==> config.mk <==
export PLATFORM = sky130hd
export DESIGN_NAME = rx78_busctl
export DESIGN_NICKNAME = d
export VERILOG_FILES = /design/src/rtl/rx78_busctl.sv
export SDC_FILE = /design/constraint.sdc
export NUM_CORES = 1
export LEC_CHECK = 0
export BUFFER_PORTS_ARGS = -buffer_cell sky130_fd_sc_hd__clkbuf_2
export CORE_MARGIN = 4
export CORE_UTILIZATION = 39
export DETAILED_ROUTE_END_ITERATION = 10
export HOLD_SLACK_MARGIN = 0.05
export PLACE_DENSITY = 0.86
export SLEW_MARGIN = 20
export SYNTH_ARGS = -nofsm -noshare
export SYNTH_HDL_FRONTEND = slang
export SYNTH_SLANG_ARGS = --single-unit
export TNS_END_PERCENT = 1
==> constraint.sdc <==
create_clock -name clk -period 1.5 [get_ports clk]
set_clock_uncertainty 0.1 [all_clocks]
set_input_delay 0.15 -clock clk [delete_from_list [all_inputs] [get_ports clk]]
set_output_delay 0.15 -clock clk [all_outputs]
set_load 0.01 [all_outputs]
==> src/rtl/rx78_busctl.sv <==
// RX-78 bus controller: memory-map decode, one-cycle read-data mux,
// VRAM plane select/write-mask I/O registers and vblank interrupt.
module rx78_busctl #(
    parameter int          NUM_PLANES = 6,
    parameter logic [15:0] CART_BASE  = 16'h2000,
    parameter logic [15:0] EXT_BASE   = 16'h6000,
    parameter logic [15:0] RAM_BASE   = 16'hB000,
    parameter logic [15:0] VRAM_BASE  = 16'hEC00,
    parameter logic [7:0]  IO_BASE    = 8'hF0,
    localparam int         PW         = (NUM_PLANES > 1) ? $clog2(NUM_PLANES) : 1
) (
    input  logic                  clk,
    input  logic                  reset,
    input  logic                  cen,
    input  logic [15:0]           addr,
    input  logic [7:0]            cpu_do,
    input  logic                  mreq_n,
    input  logic                  iorq_n,
    input  logic                  rd_n,
    input  logic                  wr_n,
    input  logic                  m1_n,
    input  logic                  vb,
    output logic [7:0]            cpu_di,
    output logic                  int_n,
    output logic                  rom_cs,
    output logic                  cart_cs,
    output logic                  ext_cs,
    output logic                  ram_cs,
    output logic                  vram_cs,
    output logic                  mem_wr,
    output logic [NUM_PLANES-1:0] vram_we,
    output logic [PW-1:0]         vram_plane,
    input  logic [7:0]            rom_q,
    input  logic [7:0]            cart_q,
    input  logic [7:0]            ext_q,
    input  logic [7:0]            ram_q,
    input  logic [7:0]            vram_q
);

    // Bit positions in the registered one-hot source vector.
    localparam int SEL_ROM  = 0;
    localparam int SEL_CART = 1;
    localparam int SEL_EXT  = 2;
    localparam int SEL_RAM  = 3;
    localparam int SEL_VRAM = 4;
    localparam int SEL_IO   = 5;

    localparam logic [7:0]    PORT_PLANE = IO_BASE + 8'd1;
    localparam logic [7:0]    PORT_MASK  = IO_BASE + 8'd2;
    localparam logic [7:0]    PORT_CTRL  = IO_BASE + 8'd3;
    localparam logic [PW-1:0] PLANE_MAX  = PW'(NUM_PLANES - 1);

    logic [PW-1:0]         r_plane;
    logic [NUM_PLANES-1:0] r_wmask;
    logic                  r_int_en;
    logic                  r_pending;
    logic                  r_vb_d;
    logic [5:0]            r_sel_q;
    logic [7:0]            r_io_q;

    logic       w_rom, w_cart, w_ext, w_ram, w_vram;
    logic       w_io_cyc, w_io_wr, w_ack, w_rise, w_clr;
    logic [7:0] w_port;
    logic [7:0] w_io_rd;
    logic [5:0] w_sel_d;
    logic       w_unused;

    // Half-open address windows; exactly one is true for any address.
    assign w_rom  = (addr < CART_BASE);
    assign w_cart = (addr >= CART_BASE) && (addr < EXT_BASE);
    assign w_ext  = (addr >= EXT_BASE)  && (addr < RAM_BASE);
    assign w_ram  = (addr >= RAM_BASE)  && (addr < VRAM_BASE);
    assign w_vram = (addr >= VRAM_BASE);

    assign rom_cs  = ~mreq_n & w_rom;
    assign cart_cs = ~mreq_n & w_cart;
    assign ext_cs  = ~mreq_n & w_ext;
    assign ram_cs  = ~mreq_n & w_ram;
    assign vram_cs = ~mreq_n & w_vram;
    assign mem_wr  = ~mreq_n & ~wr_n;

    assign vram_we    = {NUM_PLANES{mem_wr & vram_cs}} & r_wmask;
    assign vram_plane = (r_plane > PLANE_MAX) ? PLANE_MAX : r_plane;

    assign w_port   = addr[7:0];
    assign w_io_cyc = ~iorq_n & m1_n;
    assign w_io_wr  = cen & w_io_cyc & ~wr_n;
    assign w_ack    = cen & ~iorq_n & ~m1_n;
    assign w_rise   = vb & ~r_vb_d;
    assign w_clr    = w_ack | (w_io_wr & (w_port == PORT_CTRL) & cpu_do[1]);

    assign int_n    = ~(r_pending & r_int_en);

    // rd_n is not needed: the mux latches every selected cycle.
    assign w_unused = ^{rd_n, cpu_do};

    always_comb begin
        w_sel_d = '0;
        if (!mreq_n) begin
            w_sel_d[SEL_ROM]  = w_rom;
            w_sel_d[SEL_CART] = w_cart;
            w_sel_d[SEL_EXT]  = w_ext;
            w_sel_d[SEL_RAM]  = w_ram;
            w_sel_d[SEL_VRAM] = w_vram;
        end else if (w_io_cyc) begin
            w_sel_d[SEL_IO]   = 1'b1;
        end
    end

    always_comb begin
        w_io_rd = 8'hFF;
        if (w_port == PORT_PLANE)
            w_io_rd = 8'(r_plane);
        else if (w_port == PORT_MASK)
            w_io_rd = 8'(r_wmask);
        else if (w_port == PORT_CTRL)
            w_io_rd = {6'b0, r_pending, r_int_en};
    end

    // Source data is taken from the live bus one cycle after the select.
    always_comb begin
        cpu_di = 8'hFF;
        if (r_sel_q[SEL_ROM])       cpu_di = rom_q;
        else if (r_sel_q[SEL_CART]) cpu_di = cart_q;
        else if (r_sel_q[SEL_EXT])  cpu_di = ext_q;
        else if (r_sel_q[SEL_RAM])  cpu_di = ram_q;
        else if (r_sel_q[SEL_VRAM]) cpu_di = vram_q;
        else if (r_sel_q[SEL_IO])   cpu_di = r_io_q;
    end

    always_ff @(posedge clk) begin
        if (reset) begin
            r_sel_q <= '0;
            r_io_q  <= 8'hFF;
        end else if (cen) begin
            r_sel_q <= w_sel_d;
            r_io_q  <= w_io_rd;
        end
    end

    always_ff @(posedge clk) begin
        if (reset) begin
            r_plane  <= '0;
            r_wmask  <= '1;
            r_int_en <= 1'b1;
        end else if (w_io_wr) begin
            if (w_port == PORT_PLANE) r_plane  <= cpu_do[PW-1:0];
            if (w_port == PORT_MASK)  r_wmask  <= cpu_do[NUM_PLANES-1:0];
            if (w_port == PORT_CTRL)  r_int_en <= cpu_do[0];
        end
    end

    // A new vblank edge beats a simultaneous acknowledge/clear.
    always_ff @(posedge clk) begin
        if (reset) begin
            r_pending <= 1'b0;
            r_vb_d    <= vb;
        end else if (cen) begin
            r_vb_d <= vb;
            if (w_rise)
                r_pending <= 1'b1;
            else if (w_clr)
                r_pending <= 1'b0;
        end
    end

endmodule

==> results.ini, run 1 <==
[die]
die_x_um = 72.6
start_util_pct = 40.4
die_h_um = 72.6
core_area_sq_mm = 0.00403
io_pins = 97
die_area_sq_mm = 0.00528
core.rowCount = 23

[setup_path]
crit_fanout = 6
required_ns = 1.25
start_kind = flop
r2r_cells = 2
crit_path_end_kind = output pin
critPathArrivalTime_ns = 1.62
worstSetupPathType = flop to output pin
r2r-end = r_sel_q[2]$_SDFFE_PP0P_
r2r_setup_slack_ns = 0.35
r2r-start = r_sel_q[2]$_SDFFE_PP0P_

[job]
maxCapViolCount = 0

[sta]
fin_crit_ns = 1.87
maxSlewHeadroom_pct = 72.9
finalHoldViolCount = 0
fin_crit_sh_pct = 125
worst_slew_pin_slew_ns = 0.403
setup-tns-final_ns = -2.67
rsz0062_at_grt = true
finalMaxSlewViolations = 0
final-setup-viol-count = 8
fmax_mhz = 534
timing.final.ws_setup_ns = -0.373

[outcome]
outcome = finished, violations left
violations = negative setup slack

[clocking]
clkSlewWorstSetupHoldPaths_ns = 0.09
cts_tree = yes
cts_buffer_depth = 2
cts.sinks = 25
numCtsBuffers = 3
clk_latency_ns = 0.27
cts-root-buf = clkbuf_8
htree_levels = 1

[grt]
grt-busiest-layer = met2
groute.layer.met3.usage_pct = 4.82
grtUsageMet2_pct = 35.9
grt_max_degree = 18
grt_usage_pct = 19.8
overflow = 0
grt_pass1_wl_mm = 8.35
antenna_found_initial = 0
gr-usage-met1_pct = 22.2
grt_pass1_vias = 1879

[power_and_ir_drop]
p_leak_uw = 0.00114
irDropWorstVdd_mv = 0.323
power_density_mw_per_mm2 = 577

[drt]
first_pass_iters = 4
viasPerCell = 5.43
drt_wl_total_mm = 5.28
drt.antenna.violating_nets = 0
vias = 1982
wl_per_cell_um = 14.5
drt-initial-drc-count = 59
drc = 0

[min_path]
hold_depth = 3
hold_end = r_wmask[4]$_SDFFE_PP1P_
min_from = cpu_do[4]
hold_class = primary input to flop

[place]
dp_cells = 355
place_congestion = 0.847
dp_hpwl_mm = 4.20
preCtsSetupSlack_ns = -0.192
portBuffers = 91

[yosys]
ys_types = 42
synth_area_per_cell_sq_um = 7.87
netlist_area_sq_mm = 0.00163
synth_nets = 280
syn-instance-count = 207
synth_seq_cells = 25
synth_edf_count = 1
synth_ff_type = dfxtp_1
async_reset_ff_share_pct = 0
synth-warning-count = 0
seq_area_frac_synth_pct = 31.3

[layout]
layout_commonest_cell = clkbuf_2
fillers = 347
final_cell_mix = clkbuf_2, nor2_1, buf_4
n_antenna_cell = 0
drive_above_1_share_pct = 50.2
area_delta_synth_final_pct = 54.0
nNetsFinal = 389
final_cells = 365

area by class of cell:
class	count	area (sq um)	area share (%)
inverters	11	42.5	1.70
repair buffers	120	691	27.5
flip-flops and latches	25	520	20.7
clock buffers	4	45.0	1.80
well taps	50	62.6	2.49
multi-input cells	155	1150	45.7
synth_stat cells, types with 2 or more instances:
cell | n | area share (%)
inv_1 | 10 | 2.3
o21bai_1 | 3 | 1.4
or2_4 | 2 | 1.1
nor4_4 | 2 | 2.6
o21ai_0 | 6 | 1.8
a31oi_1 | 3 | 1.2
mux2i_1 | 14 | 8.6
a211o_1 | 3 | 1.6
a21oi_1 | 19 | 5.8
a21o_1 | 2 | 0.92
or3b_2 | 6 | 3.2
and3_1 | 7 | 2.7
a221oi_1 | 6 | 3.2
dfxtp_1 | 24 | 29
nor3_1 | 6 | 1.8
nand2_1 | 6 | 1.4
buf_1 | 3 | 0.69
nor2_1 | 31 | 7.1
nor2b_1 | 4 | 1.5
a22oi_1 | 8 | 3.7
o31ai_1 | 8 | 3.7
clkbuf_1 | 13 | 3.0
nand3_1 | 2 | 0.61
power breakdown:
group / switching, uW / internal (uW) / leakage (uW)
Combinational: 174 / 177 / 0.000914
Clock: 213 / 190 / 0.0000228
Sequential: 15.5 / 677 / 0.000208
logic make-up (layout without fill, tap and decap cells):
family / Yosys count / after routing / share of synthesized area [%]
AO/OA/AOI/OAI: 63 / 63 / 26.0
XOR/XNOR: 1 / 1 / 0.538
buffers and inverters: 27 / 135 / 6.22
flip-flops: 25 / 25 / 31.3
multiplexers: 14 / 14 / 8.60
AND/OR/NAND/NOR: 77 / 77 / 27.3
registers in the layout, indices dropped and copies added, names as in the netlist:
name	count
r_io_q	7
r_sel_q	6
r_wmask	6
r_plane	3
r_int_en	1
r_pending	1
r_vb_d	1
metrics by stage:
step / area [sq um] / total power, uW / utilization [%] / hold WS, ns
finish: 2510 / 1450 / 62.3 / 0.0483
global route: 2510 / 1520 / 62.3 / 0.0580
CTS: 2480 / 1440 / 61.6 / 0.0528
detailed placement: 2290 / 1030 / 56.8 / 0.250
global placement: 2290 / 1030 / 56.8 / 0.250
floorplan: 1660 / 857 / - / 0.149
worst max-delay path by stage:
stage | startpoint | end | slack (ns) | cells past startpoint
6_report | r_sel_q[4]$_SDFFE_PP0P_ | cpu_di[0] | -0.37 | 7
5_1_grt | r_sel_q[5]$_SDFFE_PP0P_ | cpu_di[0] | -0.44 | 4
4_1_cts | r_sel_q[4]$_SDFFE_PP0P_ | cpu_di[7] | -0.36 | 7
3_5_place_dp | r_sel_q[5]$_SDFFE_PP0P_ | cpu_di[3] | -0.19 | 4
3_3_place_gp | r_sel_q[4]$_SDFFE_PP0P_ | cpu_di[0] | -0.17 | 4
2_1_floorplan | r_sel_q[0]$_SDFFE_PP0P_ | cpu_di[6] | -0.05 | 4
metal layers:
metal  up-vias  share of wire, %
met2        88                49
met3         9               9.3
met4         0               1.7
met5         -                 0
met1       911                40
li1        974                 -
critical path, cell delays in order, from the launching register on:
cell      delay, ns
dfxtp_4        0.37
buf_6          0.13
buf_4          0.13
buf_4          0.15
a21oi_4        0.12
a221oi_2       0.08
o31ai_2        0.21
buf_2          0.17
repair_timing:
| item | in CTS | in global routing |
|---|---|---|
| resized for setup | 27 | 10 |
| pin swaps | 8 | 4 |
| endpoints found under the setup margin | 8 | 8 |
| setup buffers | 2 | 0 |
| gates cloned | 0 | 0 |
| hold buffers | 4 | 0 |
| hold endpoints to repair | 5 | 0 |
Note: power is estimated with default switching activity, not from simulation.
==> run 2: changes to the inputs <==
- CORE_ASPECT_RATIO: not set -> 1.75
- PLACE_DENSITY: 0.86 -> 0.8
- SKIP_LAST_GASP: not set -> 1
==> run 2 against run 1 <==
Die area up 0.77%. Largest cell class unchanged. Largest power group unchanged. First-iteration DRC count up 19%. Sequential share of layout area up 0.073 points. Power down 0.88%. Combinational power down 1%. The flow still finishes with violations (negative setup slack). Cell count down 0.55%. Final area down 0.35%. Fmax up 1.1%. Critical path depth unchanged.
==> results.ini, run 2 (synthesis gave the netlist of run 1 again) <==
[clocking]
cts-root-buf = clkbuf_8
clkSlewWorstSetupHoldPaths_ns = 0.09  ; about the same
numCtsBuffers = 3  ; unchanged
cts_tree = yes
htree_levels = 1  ; unchanged
cts.sinks = 25  ; unchanged
clk_latency_ns = 0.26  ; about the same
cts_buffer_depth = 2  ; unchanged

[sta]
fmax_mhz = 540  ; +1.1%
finalMaxSlewViolations = 0  ; unchanged
fin_crit_sh_pct = 123  ; -1.4 points
fin_crit_ns = 1.85  ; -0.0207 ns
maxSlewHeadroom_pct = 71.8  ; -1.1 points
final-setup-viol-count = 8  ; unchanged
timing.final.ws_setup_ns = -0.352  ; +0.0207 ns
finalHoldViolCount = 0  ; unchanged
setup-tns-final_ns = -2.50  ; +0.168 ns
rsz0062_at_grt = true
worst_slew_pin_slew_ns = 0.417  ; +0.0142 ns
fin_hold_ws_ns = 0.0526  ; +0.00429 ns

[layout]
top_register = r_io_q
n_antenna_cell = 0  ; unchanged
top_regs = r_io_q (7), r_sel_q (6), r_wmask (6)
fin_util_pct = 63.4  ; +1.2 points
nNetsFinal = 389  ; unchanged
drive_above_1_share_pct = 48.6  ; -1.6 points
layout_commonest_cell = clkbuf_2
fillers = 364  ; +4.9%
final_cell_mix = clkbuf_2, nor2_1, buf_4
largest_reg_flops = 7  ; unchanged
area_delta_synth_final_pct = 53.5

[die]
die_area_sq_mm = 0.00532  ; +0.77%
core_area_sq_mm = 0.00394  ; -2.2%
core.rowCount = 30  ; +30%
die_x_um = 56.9  ; -22%
die_h_um = 93.5  ; +29%
io_pins = 97  ; unchanged
start_util_pct = 41.3  ; +0.90 points

[grt]
overflow = 0  ; unchanged
grt_usage_pct = 20.2  ; +0.37 points
grt_pass1_wl_mm = 8.83  ; +5.7%
grt_pass1_vias = 2052  ; +9.2%
antenna_found_initial = 0  ; unchanged
grt_max_degree = 18  ; unchanged

[setup_path]
start_kind = flop
worstSetupPathType = flop to output pin
required_ns = 1.25  ; about the same
critPathArrivalTime_ns = 1.60  ; -0.02 ns
crit_path_end_kind = output pin
crit_fanout = 7  ; +1

[place]
place_congestion = 0.855  ; +0.99%
preCtsSetupSlack_ns = -0.196  ; -0.00416 ns
dp_hpwl_mm = 4.12  ; -1.8%
portBuffers = 91  ; unchanged

[power_and_ir_drop]
p_leak_uw = 0.00115  ; +0.43%
internal-power_uw = 1040  ; about the same
p_comb_share_pct = 24.2  ; about the same
p_clk_share_pct = 27.5  ; -0.4 points
power_frac_seq_pct = 48.3  ; +0.4 points
p_switching_uw = 391  ; -3.0%
irDropWorstVdd_mv = 0.595  ; +84%
p_sw_share_pct = 27.2  ; -0.60 points
power_density_mw_per_mm2 = 574  ; -0.53%

[job]
maxCapViolCount = 0  ; unchanged

[drt]
drt-initial-drc-count = 70  ; +19%
drt_wl_total_mm = 5.32  ; +0.76%
first_pass_iters = 4  ; unchanged
vias = 1975  ; -0.35%
drt.antenna.violating_nets = 0  ; unchanged
viasPerCell = 5.44  ; +0.20%
drc = 0  ; unchanged
wl_per_cell_um = 14.7  ; +1.3%

[outcome]
violations = negative setup slack
outcome = finished, violations left

[min_path]
hold_class = primary input to flop

==> run 2: cell count changes in the layout (fill, tap and decap cells not counted), sizes merged <==
cell	before	now
clkbuf	92	94
buf	28	25
dlygate4sd3	4	5
==> run 2: what timing repair did <==
item	4_1_cts	5_1_grt
setup endpoints to repair	8	9
hold endpoints to repair	6	0
buffers inserted	3	0
pin swaps	9	1
resized for setup	28	6
hold buffers	5	0
==> run 2: power by group through the flow <==
stage,combinational [uW],clock (uW),sequential (uW)
after floorplan,157,0,700
after CTS,342,400,692
after global placement,314,0,708
final,347,395,693
after global routing,382,413,695
after detailed placement,320,0,708
==> run 2: final cells by class <==
cell class / count / area (sq um) / share of cell area (%)
Clock buffer: 4 / 45.0 / 1.80
Inverter: 11 / 42.5 / 1.70
Tap cell: 48 / 60.1 / 2.40
Multi-Input combinational cell: 155 / 1140 / 45.5
Timing Repair Buffer: 120 / 693 / 27.7
Sequential cell: 25 / 520 / 20.8
==> run 2: through the flow <==
stage,power [uW],area (sq um),std cells
after floorplan,857,1660,207
after global placement,1020,2270,351
after detailed placement,1030,2270,351
after CTS,1430,2480,363
after global routing,1490,2500,363
final,1430,2500,363
==> run 2: critical path, stage by stage (launching register included) <==
cell and delay (ns):
dfxtp_4 0.38, buf_6 0.13, buf_6 0.12, nor2b_1 0.12, o31ai_1 0.19, o21ai_1 0.10, o21ai_1 0.13, clkbuf_2 0.15
==> run 2: worst paths after layout <==
check	startpoint	end	slack, ns	depth (start not counted)
max	r_sel_q[4]$_SDFFE_PP0P_	cpu_di[7]	-0.35	7
min	cpu_do[4]	r_wmask[4]$_SDFFE_PP1P_	0.05	3
max reg2reg	r_sel_q[3]$_SDFFE_PP0P_	r_sel_q[3]$_SDFFE_PP0P_	0.34	3
min reg2reg	r_io_q[5]$_SDFFE_PP1P_	r_io_q[5]$_SDFFE_PP1P_	0.38	1
==> run 2: metal layers <==
layer / part of all wire (%) / vias to the layer above / GRT usage (%)
met5: 0 / - / 0
met4: 1.9 / 0 / 7.74
met3: 6.3 / 11 / 3.18
met2: 57 / 76 / 41.5
met1: 35 / 910 / 18.9
li1: - / 978 / -
